--- config.mk ---
export PLATFORM = sky130hd
export DESIGN_NAME = uart_tx_nbit
export DESIGN_NICKNAME = d
export VERILOG_FILES = /design/src/rtl/uart_pkg.sv /design/src/rtl/baud_tick_gen.sv /design/src/rtl/uart_tx_nbit.sv
export SDC_FILE = /design/constraint.sdc
export NUM_CORES = 1
export LEC_CHECK = 0
export CORE_MARGIN = 2
export CORE_UTILIZATION = 56
export CTS_CLUSTER_SIZE = 20
export DETAILED_ROUTE_END_ITERATION = 12
export HOLD_SLACK_MARGIN = 0.02
export PLACE_DENSITY = 0.93
export SLEW_MARGIN = 20
export SYNTH_ARGS = -nofsm -noshare
export SYNTH_HDL_FRONTEND = slang
export SYNTH_SLANG_ARGS = --single-unit
--- constraint.sdc ---
create_clock -name clk -period 4.1 [get_ports clk]
set_input_delay 0.615 -clock clk [delete_from_list [all_inputs] [get_ports clk]]
set_output_delay 0.615 -clock clk [all_outputs]
set_load 0.02 [all_outputs]
--- src/rtl/uart_pkg.sv ---
// Shared UART definitions: line-state encoding, framing constants and counter sizing.
package uart_pkg;

  typedef enum logic [1:0] {IDLE, START, DATA, STOP} uart_state_t;

  localparam int UART_STOP_BITS = 1;

  // Width of a counter that must hold values 0..n-1; never narrower than one bit.
  function automatic int cnt_width(input int n);
    return (n < 2) ? 1 : $clog2(n);
  endfunction

endpackage

--- src/rtl/baud_tick_gen.sv ---
// Bit-period timer: tick pulses for one cycle every CLKS_PER_BIT cycles after clear drops.
module baud_tick_gen
  import uart_pkg::*;
#(
  parameter int CLKS_PER_BIT = 4
) (
  input  logic clk,
  input  logic reset,
  input  logic clear,
  output logic tick
);

  localparam int CW = cnt_width(CLKS_PER_BIT);
  localparam logic [CW-1:0] LAST = CW'(CLKS_PER_BIT - 1);

  logic [CW-1:0] cnt;

  always_ff @(posedge clk or posedge reset) begin
    if (reset) begin
      cnt <= '0;
    end else if (clear || cnt == LAST) begin
      cnt <= '0;
    end else begin
      cnt <= cnt + CW'(1);
    end
  end

  // Suppressed while cleared so an idle transmitter never sees a stray boundary.
  assign tick = !clear && (cnt == LAST);

endmodule

--- src/rtl/uart_tx_nbit.sv ---
// UART transmitter: 1 start bit, N data bits LSB first, stop bit(s), no parity.
module uart_tx_nbit
  import uart_pkg::*;
#(
  parameter int N            = 8,
  parameter int CLKS_PER_BIT = 4
) (
  input  logic         clk,
  input  logic         reset,
  input  logic         load,
  input  logic [N-1:0] data_in,
  output logic         ready,
  output logic         busy,
  output logic         done,
  output logic         tx
);

  localparam int BW = cnt_width(N);

  if (N < 5 || N > 9) begin : g_bad_n
    $error("uart_tx_nbit: N must be in 5..9");
  end
  if (CLKS_PER_BIT < 2) begin : g_bad_cpb
    $error("uart_tx_nbit: CLKS_PER_BIT must be at least 2");
  end

  uart_state_t   state;
  logic [N-1:0]  shift_reg;
  logic [BW-1:0] bit_idx;
  logic          tick;

  // Timer is held at zero while idle, so the start bit always gets a full period.
  baud_tick_gen #(
    .CLKS_PER_BIT(CLKS_PER_BIT)
  ) u_baud (
    .clk  (clk),
    .reset(reset),
    .clear(state == IDLE),
    .tick (tick)
  );

  assign ready = ~busy;

  always_ff @(posedge clk or posedge reset) begin
    if (reset) begin
      state     <= IDLE;
      shift_reg <= '0;
      bit_idx   <= '0;
      tx        <= 1'b1;
      busy      <= 1'b0;
      done      <= 1'b0;
    end else begin
      done <= 1'b0;
      case (state)
        IDLE: begin
          if (load) begin
            shift_reg <= data_in;
            bit_idx   <= '0;
            tx        <= 1'b0;
            busy      <= 1'b1;
            state     <= START;
          end
        end
        START: begin
          if (tick) begin
            tx    <= shift_reg[0];
            state <= DATA;
          end
        end
        DATA: begin
          if (tick) begin
            shift_reg <= shift_reg >> 1;
            if (bit_idx == BW'(N - 1)) begin
              bit_idx <= '0;
              tx      <= 1'b1;
              state   <= STOP;
            end else begin
              bit_idx <= bit_idx + BW'(1);
              tx      <= shift_reg[1];
            end
          end
        end
        STOP: begin
          if (tick) begin
            if (bit_idx == BW'(UART_STOP_BITS - 1)) begin
              bit_idx <= '0;
              busy    <= 1'b0;
              done    <= 1'b1;
              state   <= IDLE;
            end else begin
              bit_idx <= bit_idx + BW'(1);
            end
          end
        end
        default: state <= IDLE;
      endcase
    end
  end

endmodule

==> results.md, run 1 <==
- Critical path buffers and inverters: 2
- Critical Setup Path Class: flop to flop
- Max Cap Violations: 0
- DR iter-0 viols: 11
- Kind of end point of the critical path: flop
- Total global-route track usage: 19.7%
- Grt total ovfl: 0
- Number of fillers in the final layout: 119
- Largest net degree at the start of global routing: 19
- Slew at the pin closest to its max-slew limit: 692 ps
- Pre-antenna DRT Iters: 4
- Placer Congestion: 0.840
- PD cells: 759 mW/mm²
- Final hold vios: 0
- Unique masters post-synth: 28
- Pleak: between 0.5 and 0.6 nW
- Antenna diodes: 0
- Synth Net Count: around 120
- Die ar.: 0.00217 mm²
- Status: finished clean
- Number of global-route vias before repair: 755
- Largest cells by area after synthesis: dfrtp_1 (42%), ha_1 (11%), mux2i_1 (8.9%)
- Drt drc: 0
- Setup repair after global routing missed its margin: no
- Post-CTS Setup Inserts: 0
- Crit start category: flop
- Initial Utilization: 59.3%
- Clock skew: between 1.5 and 2 ps
- Core Util, Final: between 70% and 80%
- Fmax: around 480 MHz
- Most area-hungry cell type in the Yosys netlist: dfrtp_1
- CP arrival: 2290 ps
- WL per Instance: 13.1 µm
- Crit path cell chain: inv_1 -> ha_1 -> inv_2 -> a2bb2oi_1 -> and3b_4 -> mux2_4
- Fin Hold WS: 457 ps
- Count of state elements after synthesis: 18
- Post-DP HPWL: 1390 µm
- Top Ports: 15
- Cell family with most CP delay: adder cells
- Yosys warns: 0
- Maximum root-to-sink buffer count: 2
- Layout cells sized above 1: 10.8%
- Clk slew on worst S/H paths: approximately 100 ps
- First-pass GRT wire length: 2900 µm
- Post-synthesis cell area: approximately 0.0010 mm²
- EDFF count, synth: 0
- Die height: 46.5 µm
- VDD IR-drop max: 0.490 mV
- CTS Buf Count: 3
- Top_reg_cell synth: dfrtp_1
- Seq/Total Area, Yosys: 44.6%
- Final setup TNS: 0 ps
- Max Transition Viols Final: 0
- Synthesized area per cell: 10.6 µm²
- Critical path peak fanout: 16
- TritonCTS clock tree: built
- Most common cell in the netlist: dfrtp_1
- Synth Instances: 96
- Cts hold-fix bufs: 0
- Slew HR: a little over half
- Initial antenna violation count: 0
- Data required, critical path: 4290 ps
- Total routed wirelength: 1780 µm
- Root Buffer: clkbuf_4
- Asr flop ratio synth: 100%
- CTS resizes: 0
- Share of the synthesized area in the top cell type: 42.0%
- Final setup viols: 0
- Tcrit/Tclk final: between 50% and 60%
- Minimum clock period: between 2000 and 2500 ps
- Slowest stage delay, CP: approximately 600 ps
- Post-DR vias/cell: 5.26
- Area Overhead vs Synth: 18.5%
- Worst Hold Class: flop to flop
- IO Port Bufs: 14
- Die width: 46.5 µm
- # nets final: between 100 and 150
- Post-route ant nets: 0
- Via count: 715
- Cell Rows: 15
- Max reg flops: 8
- CORE AREA: 0.00171 mm²
- CTS sink cnt: 18
- CTS H-tree lvls: 1
- Worst skew pair latency: 290 ps
- Top cells by count, synth: dfrtp_1 (17), a21oi_1 (11), nor2_1 (10), ha_1 (9), mux2i_1 (9)
- Slowest CP cell: ha_1
==> final cells by class <==
type | instances | area [µm²] | share of cell area [%]
well taps | 25 | 31.3 | 2.60
repair buffers | 14 | 140 | 11.7
inverters | 9 | 33.8 | 2.81
clock buffers | 4 | 36.3 | 3.02
flip-flops and latches | 18 | 452 | 37.6
multi-input cells | 66 | 508 | 42.3
==> worst paths after layout <==
path	start	end	slack [ps]	cells after the start
worst max-delay path	state[0]$_DFFE_PP0P_	state[1]$_DFFE_PP0P_	2000	6
worst min-delay path	u_baud.cnt[0]$_DFF_PP0_	u_baud.cnt[0]$_DFF_PP0_	460	1
worst max register to register	state[0]$_DFFE_PP0P_	state[1]$_DFFE_PP0P_	2000	6
worst min register to register	u_baud.cnt[0]$_DFF_PP0_	u_baud.cnt[0]$_DFF_PP0_	460	1
max in group asynchronous	reset	shift_reg[0]$_DFFE_PP0P_	2950	2
min in group asynchronous	reset	shift_reg[6]$_DFFE_PP0P_	720	2
==> where the power goes <==
part / internal [mW] / switching [mW]
clock network: 0.0541 / 0.0537
logic: 0.241 / 0.258
registers: 0.257 / 0.0478
==> through the flow <==
step                      power (mW)  std cells  cell area (µm²)  worst slack (ps)
after CTS                      0.923        136             1200              1970
after floorplan                0.702         96             1010              2410
after global placement         0.775        132             1160              1960
after detailed placement       0.813        132             1160              1930
final                          0.912        136             1200              2000
after global routing           0.985        136             1200              1820
==> placed cells by master (no fill, tap or decap), types with 2 or more instances in the layout <==
cell	netlist	final
a21oi_1	11	11
clkbuf_4	0	3
clkdlybuf4s50_1	0	14
dfrtp_1	17	17
ha_1	9	9
inv_1	8	8
mux2i_1	9	9
nand2_1	3	3
nand3_1	2	2
nor2_1	10	10
nor2b_4	2	2
nor3_1	2	2
o21ai_0	4	4
o31ai_1	3	3
==> cell families after synthesis <==
family | count (synthesis) | share of synthesized area, %
AOI/OAI and AO/OA | 22 | 13.6
adders and majority gates | 9 | 11.1
buffers and inverters | 12 | 5.31
DFF | 18 | 44.6
muxes | 11 | 11.5
and+or+nand+nor | 24 | 14.0
==> routing by layer <==
layer | vias to the layer above | GRT usage [%] | routed length, µm | share of wire [%]
met3 | 9 | 2.75 | 66 | 3.7
met1 | 326 | 19.4 | 756 | 42
met4 | 0 | 13.7 | 74 | 4.2
met2 | 23 | 36.9 | 884 | 50
met5 | - | 0 | 0 | 0
li1 | 357 | - | - | -
Note: power is estimated with default switching activity, not from simulation.
==> inputs of run 2 (changes only) <==
CORE_UTILIZATION = 52   (was 56)
PLACE_DENSITY = 0.88   (was 0.93)
clock period = 2.1 ns   (was 4.1 ns; I/O delays follow)
==> results.md, run 2 (synthesis gave the netlist of run 1 again) <==
- CP arrival: 2050 ps (-240 ps)
- Kind of end point of the critical path: flop
- Max Transition Viols Final: 0 (unchanged)
- M3 GR Usage: 3.33% (+0.59 points)
- R2r setup slk: 230 ps (-1760 ps)
- DR iter-0 viols: 21 (+10)
- Worst skew pair latency: 290 ps (about the same)
- Pre-antenna DRT Iters: 4 (unchanged)
- Number of fillers in the final layout: 142 (+19%)
- Data required, critical path: 2290 ps (-2000 ps)
- Post-DP HPWL: 1330 µm (-4.5%)
- Cell area after placement: 0.00117 mm² (+0.64%)
- Number of global-route vias before repair: 646 (-14%)
- PD cells: 1460 mW/mm² (+93%)
- Critical Setup Path Class: flop to flop
- Initial antenna violation count: 0 (unchanged)
- Max reg flops: 8 (unchanged)
- Cts hold-fix bufs: 0 (unchanged)
- CTS sink cnt: 18 (unchanged)
- Antenna diodes: 0 (unchanged)
- WL per Instance: 12.5 µm (-4.6%)
- Slew HR: 55.7% (+1.9 points)
- VDD IR-drop max: 0.674 mV (+38%)
- Root Buffer: clkbuf_4
- Slew at the pin closest to its max-slew limit: 664 ps (-28.6 ps)
- Maximum root-to-sink buffer count: 2 (unchanged)
- Layout cells sized above 1: 10.7% (-0.097 points)
- Pleak: 0.541 nW (-0.16%)
- First-pass GRT wire length: 2730 µm (-6.0%)
- Die ar.: 0.00232 mm² (+7.0%)
- Top Ports: 15 (unchanged)
- Via count: 737 (+3.1%)
- Worst Hold Class: primary input to asynchronous set/reset pin
- Most frequent cells in the layout: dfrtp_1 (17), clkdlybuf4s50_1 (14), a21oi_1 (11)
- Final setup TNS: 0 ps (unchanged)
- Total routed wirelength: 1710 µm (-3.9%)
- Post-DR vias/cell: 5.38 (+2.3%)
- Clk slew on worst S/H paths: 100 ps (about the same)
- Cells after DPL: 133 (+0.76%)
- TritonCTS clock tree: built
- CORE AREA: 0.00178 mm² (+4.4%)
- Clock skew: 7.89 ps (+6.35 ps)
- Tcrit/Tclk final: 88.8% (+37 points)
- Max Cap Violations: 0 (unchanged)
- Area Overhead vs Synth: 18.3%
- Total global-route track usage: 17.6% (-2.1 points)
- Largest net degree at the start of global routing: 19 (unchanged)
- Post-route ant nets: 0 (unchanged)
- GR Util met2: 28.7% (-8.3 points)
- Final Cell Area: 0.00120 mm² (-0.21%)
- Fmax: 536 MHz (+13%)
- Final hold vios: 0 (unchanged)
- IO Port Bufs: 14 (unchanged)
- Final std cells w/o fill: 137 (+0.74%)
- Die width: 48.1 µm (+3.4%)
- Most Used Layer, Global Route: met2
- Post-CTS Setup Inserts: 0 (unchanged)
- Cell Rows: 15 (unchanged)
- Crit start category: flop
- Status: finished clean
- Initial Utilization: 56.8% (-2.5 points)
- Final setup viols: 0 (unchanged)
- Drt drc: 0 (unchanged)
- CTS H-tree lvls: 1 (unchanged)
- CTS Buf Count: 3 (unchanged)
- Met1 Use GR: 21.1% (+1.7 points)
- Minimum clock period: 1870 ps (-239 ps)
- Die height: 48.1 µm (+3.4%)
- Most common cell after layout, fill and taps aside: dfrtp_1
- Grt total ovfl: 0 (unchanged)
- Placer Congestion: 0.806 (-4.0%)
- CTS resizes: 0 (unchanged)
- Critical path peak fanout: 6 (-10)
- Setup repair after global routing missed its margin: no
- # nets final: 133 (+0.76%)
[run 2: cell types whose count changed in the layout (fill, tap and decap cells not counted), sizes merged]
cell,delta
buf,+1
[run 2: report_power, final]
group | total [mW] | switching [mW] | leakage, nW | internal [mW]
Sequential | 0.596 | 0.0936 | 0.211 | 0.502
Combinational | 0.979 | 0.501 | 0.315 | 0.479
Clock | 0.180 | 0.106 | 0.0150 | 0.0739
[run 2: worst paths after layout]
kind                                          from                       to  depth (start not counted)
setup / recovery              state[1]$_DFFE_PP0P_   bit_idx[0]$_DFFE_PP0P_                          6
setup reg to reg              state[1]$_DFFE_PP0P_   bit_idx[0]$_DFFE_PP0P_                          6
min in group clk           u_baud.cnt[0]$_DFF_PP0_  u_baud.cnt[0]$_DFF_PP0_                          1
hold reg to reg            u_baud.cnt[0]$_DFF_PP0_  u_baud.cnt[0]$_DFF_PP0_                          1
hold / removal                               reset           done$_DFF_PP0_                          2
max in group asynchronous                    reset  u_baud.cnt[0]$_DFF_PP0_                          2
[run 2: per-layer routing]
metal / routed length (µm) / vias up
met5: 0 / -
met4: 41 / 0
met3: 93 / 4
met2: 825 / 25
met1: 752 / 344
li1: - / 364
[run 2: through the flow]
| step | util [%] | total power, mW | hold WS [ps] | setup WS, ps |
|---|---|---|---|---|
| floorplan | - | 1.37 | 253 | 406 |
| global placement | 65.8 | 1.53 | 430 | 263 |
| detailed placement | 65.8 | 1.59 | 440 | 229 |
| CTS | 67.2 | 1.77 | 428 | 258 |
| global route | 67.2 | 1.90 | 452 | 152 |
| finish | 67.2 | 1.75 | 400 | 235 |
[run 2: cell type report]
cell class / instances / area, µm² / share of cell area, %
clock buffers: 4 / 26.3 / 2.19
inverters: 9 / 33.8 / 2.82
flip-flops and latches: 18 / 452 / 37.7
well taps: 25 / 31.3 / 2.61
multi-input cells: 66 / 508 / 42.4
repair buffers: 15 / 148 / 12.3
[run 2: worst max-delay path, stage by stage, from the launching register on]
cell and delay, ps:
dfrtp_1 410, inv_1 100, ha_1 260, nor2b_4 160, o31ai_1 280, nor2b_4 230, mux2_1 320
==> inputs of run 3 (changes only) <==
SETUP_SLACK_MARGIN = 0.4   (was unset)
==> results.md, run 3 (synthesis gave the netlist of run 1 again) <==
- Placer Congestion: 0.806 (unchanged)
- Post-route ant nets: 0 (unchanged)
- DR iter-0 viols: 9 (-57%)
- Post-DP HPWL: 1330 µm (unchanged)
- Most frequent cells in the layout: dfrtp_1 (16), clkdlybuf4s50_1 (12), a21oi_1 (11)
- CP arrival: 1890 ps (-160 ps)
- WL per Instance: 14.0 µm (+12%)
- Final hold vios: 0 (unchanged)
- Fin Hold WS: 402 ps (+1.58 ps)
- Largest net degree at the start of global routing: 19 (unchanged)
- Cts hold-fix bufs: 0 (unchanged)
- Register area: 453 µm² (+0.28%)
- VDD IR-drop max: 0.817 mV (+21%)
- Initial Utilization: 56.8% (unchanged)
- Setup ws final: 393 ps (+158 ps)
- Cell Rows: 15 (unchanged)
- Kind of end point of the critical path: flop
- Sequential share of power: 29.4% (-4.5 points)
- Final setup viols: 0 (unchanged)
- Slowest stage delay, CP: 410 ps (about the same)
- Root Buffer: clkbuf_4
- Logic gate share of total power: 61.9% (+6.1 points)
- Slowest CP cell: dfrtp_1
- # nets final: 140 (+5.3%)
- Slew HR: 54.8% (-0.86 points)
- RR Endpoint: state[1]$_DFFE_PP0P_
- Placement Setup Slack: 229 ps (unchanged)
- Most Used Layer, Global Route: met2
- Die width: 48.1 µm (unchanged)
- Clock skew: 11.7 ps (+3.83 ps)
- Area Overhead vs Synth: 31.1%
- Final setup TNS: 0 ps (unchanged)
- Via count: 775 (+5.2%)
- Antenna diodes: 0 (unchanged)
- Slew at the pin closest to its max-slew limit: 677 ps (+12.9 ps)
- Core Util, Final: 74.5% (+7.3 points)
- Critical Setup Path Class: flop to flop
- Fmax: 586 MHz (+9.3%)
- Minimum clock period: 1710 ps (-158 ps)
- Max Transition Viols Final: 0 (unchanged)
- GR Util met2: 36.1% (+7.4 points)
- Psw: 0.826 mW (+18%)
- Cell family with most CP delay: simple AND/OR/NAND/NOR gates
- First-pass GRT wire length: 3190 µm (+17%)
- CTS Buf Count: 3 (unchanged)
- Critical path peak fanout: 6 (unchanged)
- Die height: 48.1 µm (unchanged)
- Multi-input logic area: 577 µm² (+14%)
- Crit path cell chain: inv_2 -> ha_4 -> or2b_4 -> o31ai_2 -> and3b_4 -> mux2_4
- Setup repair after global routing missed its margin: yes
- Max reg flops: 8 (unchanged)
- Most common cell after layout, fill and taps aside: dfrtp_1
- Grt total ovfl: 0 (unchanged)
- WP depth: 6 (unchanged)
- Worst Hold Class: primary input to asynchronous set/reset pin
- Drt drc: 0 (unchanged)
- PD cells: 1570 mW/mm² (+7.2%)
- Maximum root-to-sink buffer count: 2 (unchanged)
- Met1 Use GR: 23.2% (+2.1 points)
- Critical path buffers and inverters: 1 (unchanged)
- CTS sink cnt: 18 (unchanged)
- CORE AREA: 0.00178 mm² (unchanged)
- Number of fillers in the final layout: 121 (-15%)
- Final Cell Area: 0.00133 mm² (+11%)
- Pint: 1.26 mW (+19%)
- Worst R2R Start: state[0]$_DFFE_PP0P_
- Tcrit/Tclk final: 81.3% (-7.5 points)
- R2r setup slk: 390 ps (+160 ps)
- Capture point of the worst path: state[1]$_DFFE_PP0P_
- Switching Share: 39.6% (-0.27 points)
- Reg2Reg Depth: 6 (unchanged)
- Cell area after placement: 0.00117 mm² (unchanged)
- Worst skew pair latency: 300 ps (about the same)
- CTS H-tree lvls: 1 (unchanged)
- Clock power share: 8.7% (-1.6 points)
- Total global-route track usage: 20.4% (+2.8 points)
- Initial antenna violation count: 0 (unchanged)
- Post-DR vias/cell: 5.38 (about the same)
- CP Launch Point: state[0]$_DFFE_PP0P_
- Max Cap Violations: 0 (unchanged)
- Layout cells sized above 1: 25.2% (+14 points)
- TritonCTS clock tree: built
- Clk slew on worst S/H paths: 110 ps (about the same)
- Data required, critical path: 2280 ps (about the same)
- M3 GR Usage: 3.33% (unchanged)
- Top Ports: 15 (unchanged)
- Total routed wirelength: 2020 µm (+18%)
- Number of global-route vias before repair: 748 (+16%)
- Pleak: 0.601 nW (+11%)
- IO Port Bufs: 14 (unchanged)
- Pre-antenna DRT Iters: 4 (unchanged)
- Status: finished clean
- Die ar.: 0.00232 mm² (unchanged)
- Crit start category: flop
run 3: cell count changes in the layout (fill, tap and decap cells not counted), moves of 2 or more:
cell,before,now
ha_4,0,3
inv_1,8,6
o31ai_1,3,1
buf_4,1,7
clkdlybuf4s50_1,14,12
ha_1,9,5
run 3: power by group through the flow:
stage	logic, mW	clock network [mW]	registers [mW]
after floorplan	0.778	0	0.592
after global placement	0.935	0	0.591
after detailed placement	0.983	0	0.604
after CTS	1.17	0.185	0.603
after global routing	1.40	0.202	0.629
final	1.29	0.181	0.612
run 3: repair_timing:
| item | in CTS | in global routing |
|---|---|---|
| setup buffers | 6 | 1 |
| resized for setup | 12 | 7 |
| pin swaps | 2 | 0 |
| endpoints found under the setup margin | 12 | 13 |
run 3: per-stage QoR:
| stage | power (mW) | instances |
|---|---|---|
| after floorplan | 1.37 | 96 |
| after global placement | 1.53 | 133 |
| after detailed placement | 1.59 | 133 |
| after CTS | 1.96 | 143 |
| after global routing | 2.23 | 144 |
| final | 2.09 | 144 |
run 3: how the worst min path moves through the flow:
stage	startpoint	end	slack, ps
after floorplan	reset	bit_idx[0]$_DFFE_PP0P_	250
after global placement	u_baud.cnt[0]$_DFF_PP0_	u_baud.cnt[0]$_DFF_PP0_	430
after detailed placement	u_baud.cnt[0]$_DFF_PP0_	u_baud.cnt[0]$_DFF_PP0_	440
after CTS	reset	shift_reg[6]$_DFFE_PP0P_	430
after global routing	reset	shift_reg[6]$_DFFE_PP0P_	460
final	reset	shift_reg[7]$_DFFE_PP0P_	400
run 3: per-layer routing:
layer / wire length (µm) / vias to the layer above / part of all wire, %
met5: 0 / - / 0
met4: 57 / 0 / 2.8
met3: 69 / 6 / 3.4
met2: 1050 / 24 / 52
met1: 843 / 363 / 42
li1: - / 382 / -
run 3: cell type report:
class / instances / share of cell area, %
multi-input combinational: 66 / 43.4
sequential: 18 / 34.1
timing repair buffer: 22 / 15.4
inverter: 9 / 2.73
tap: 25 / 2.35
clock buffer: 4 / 1.98
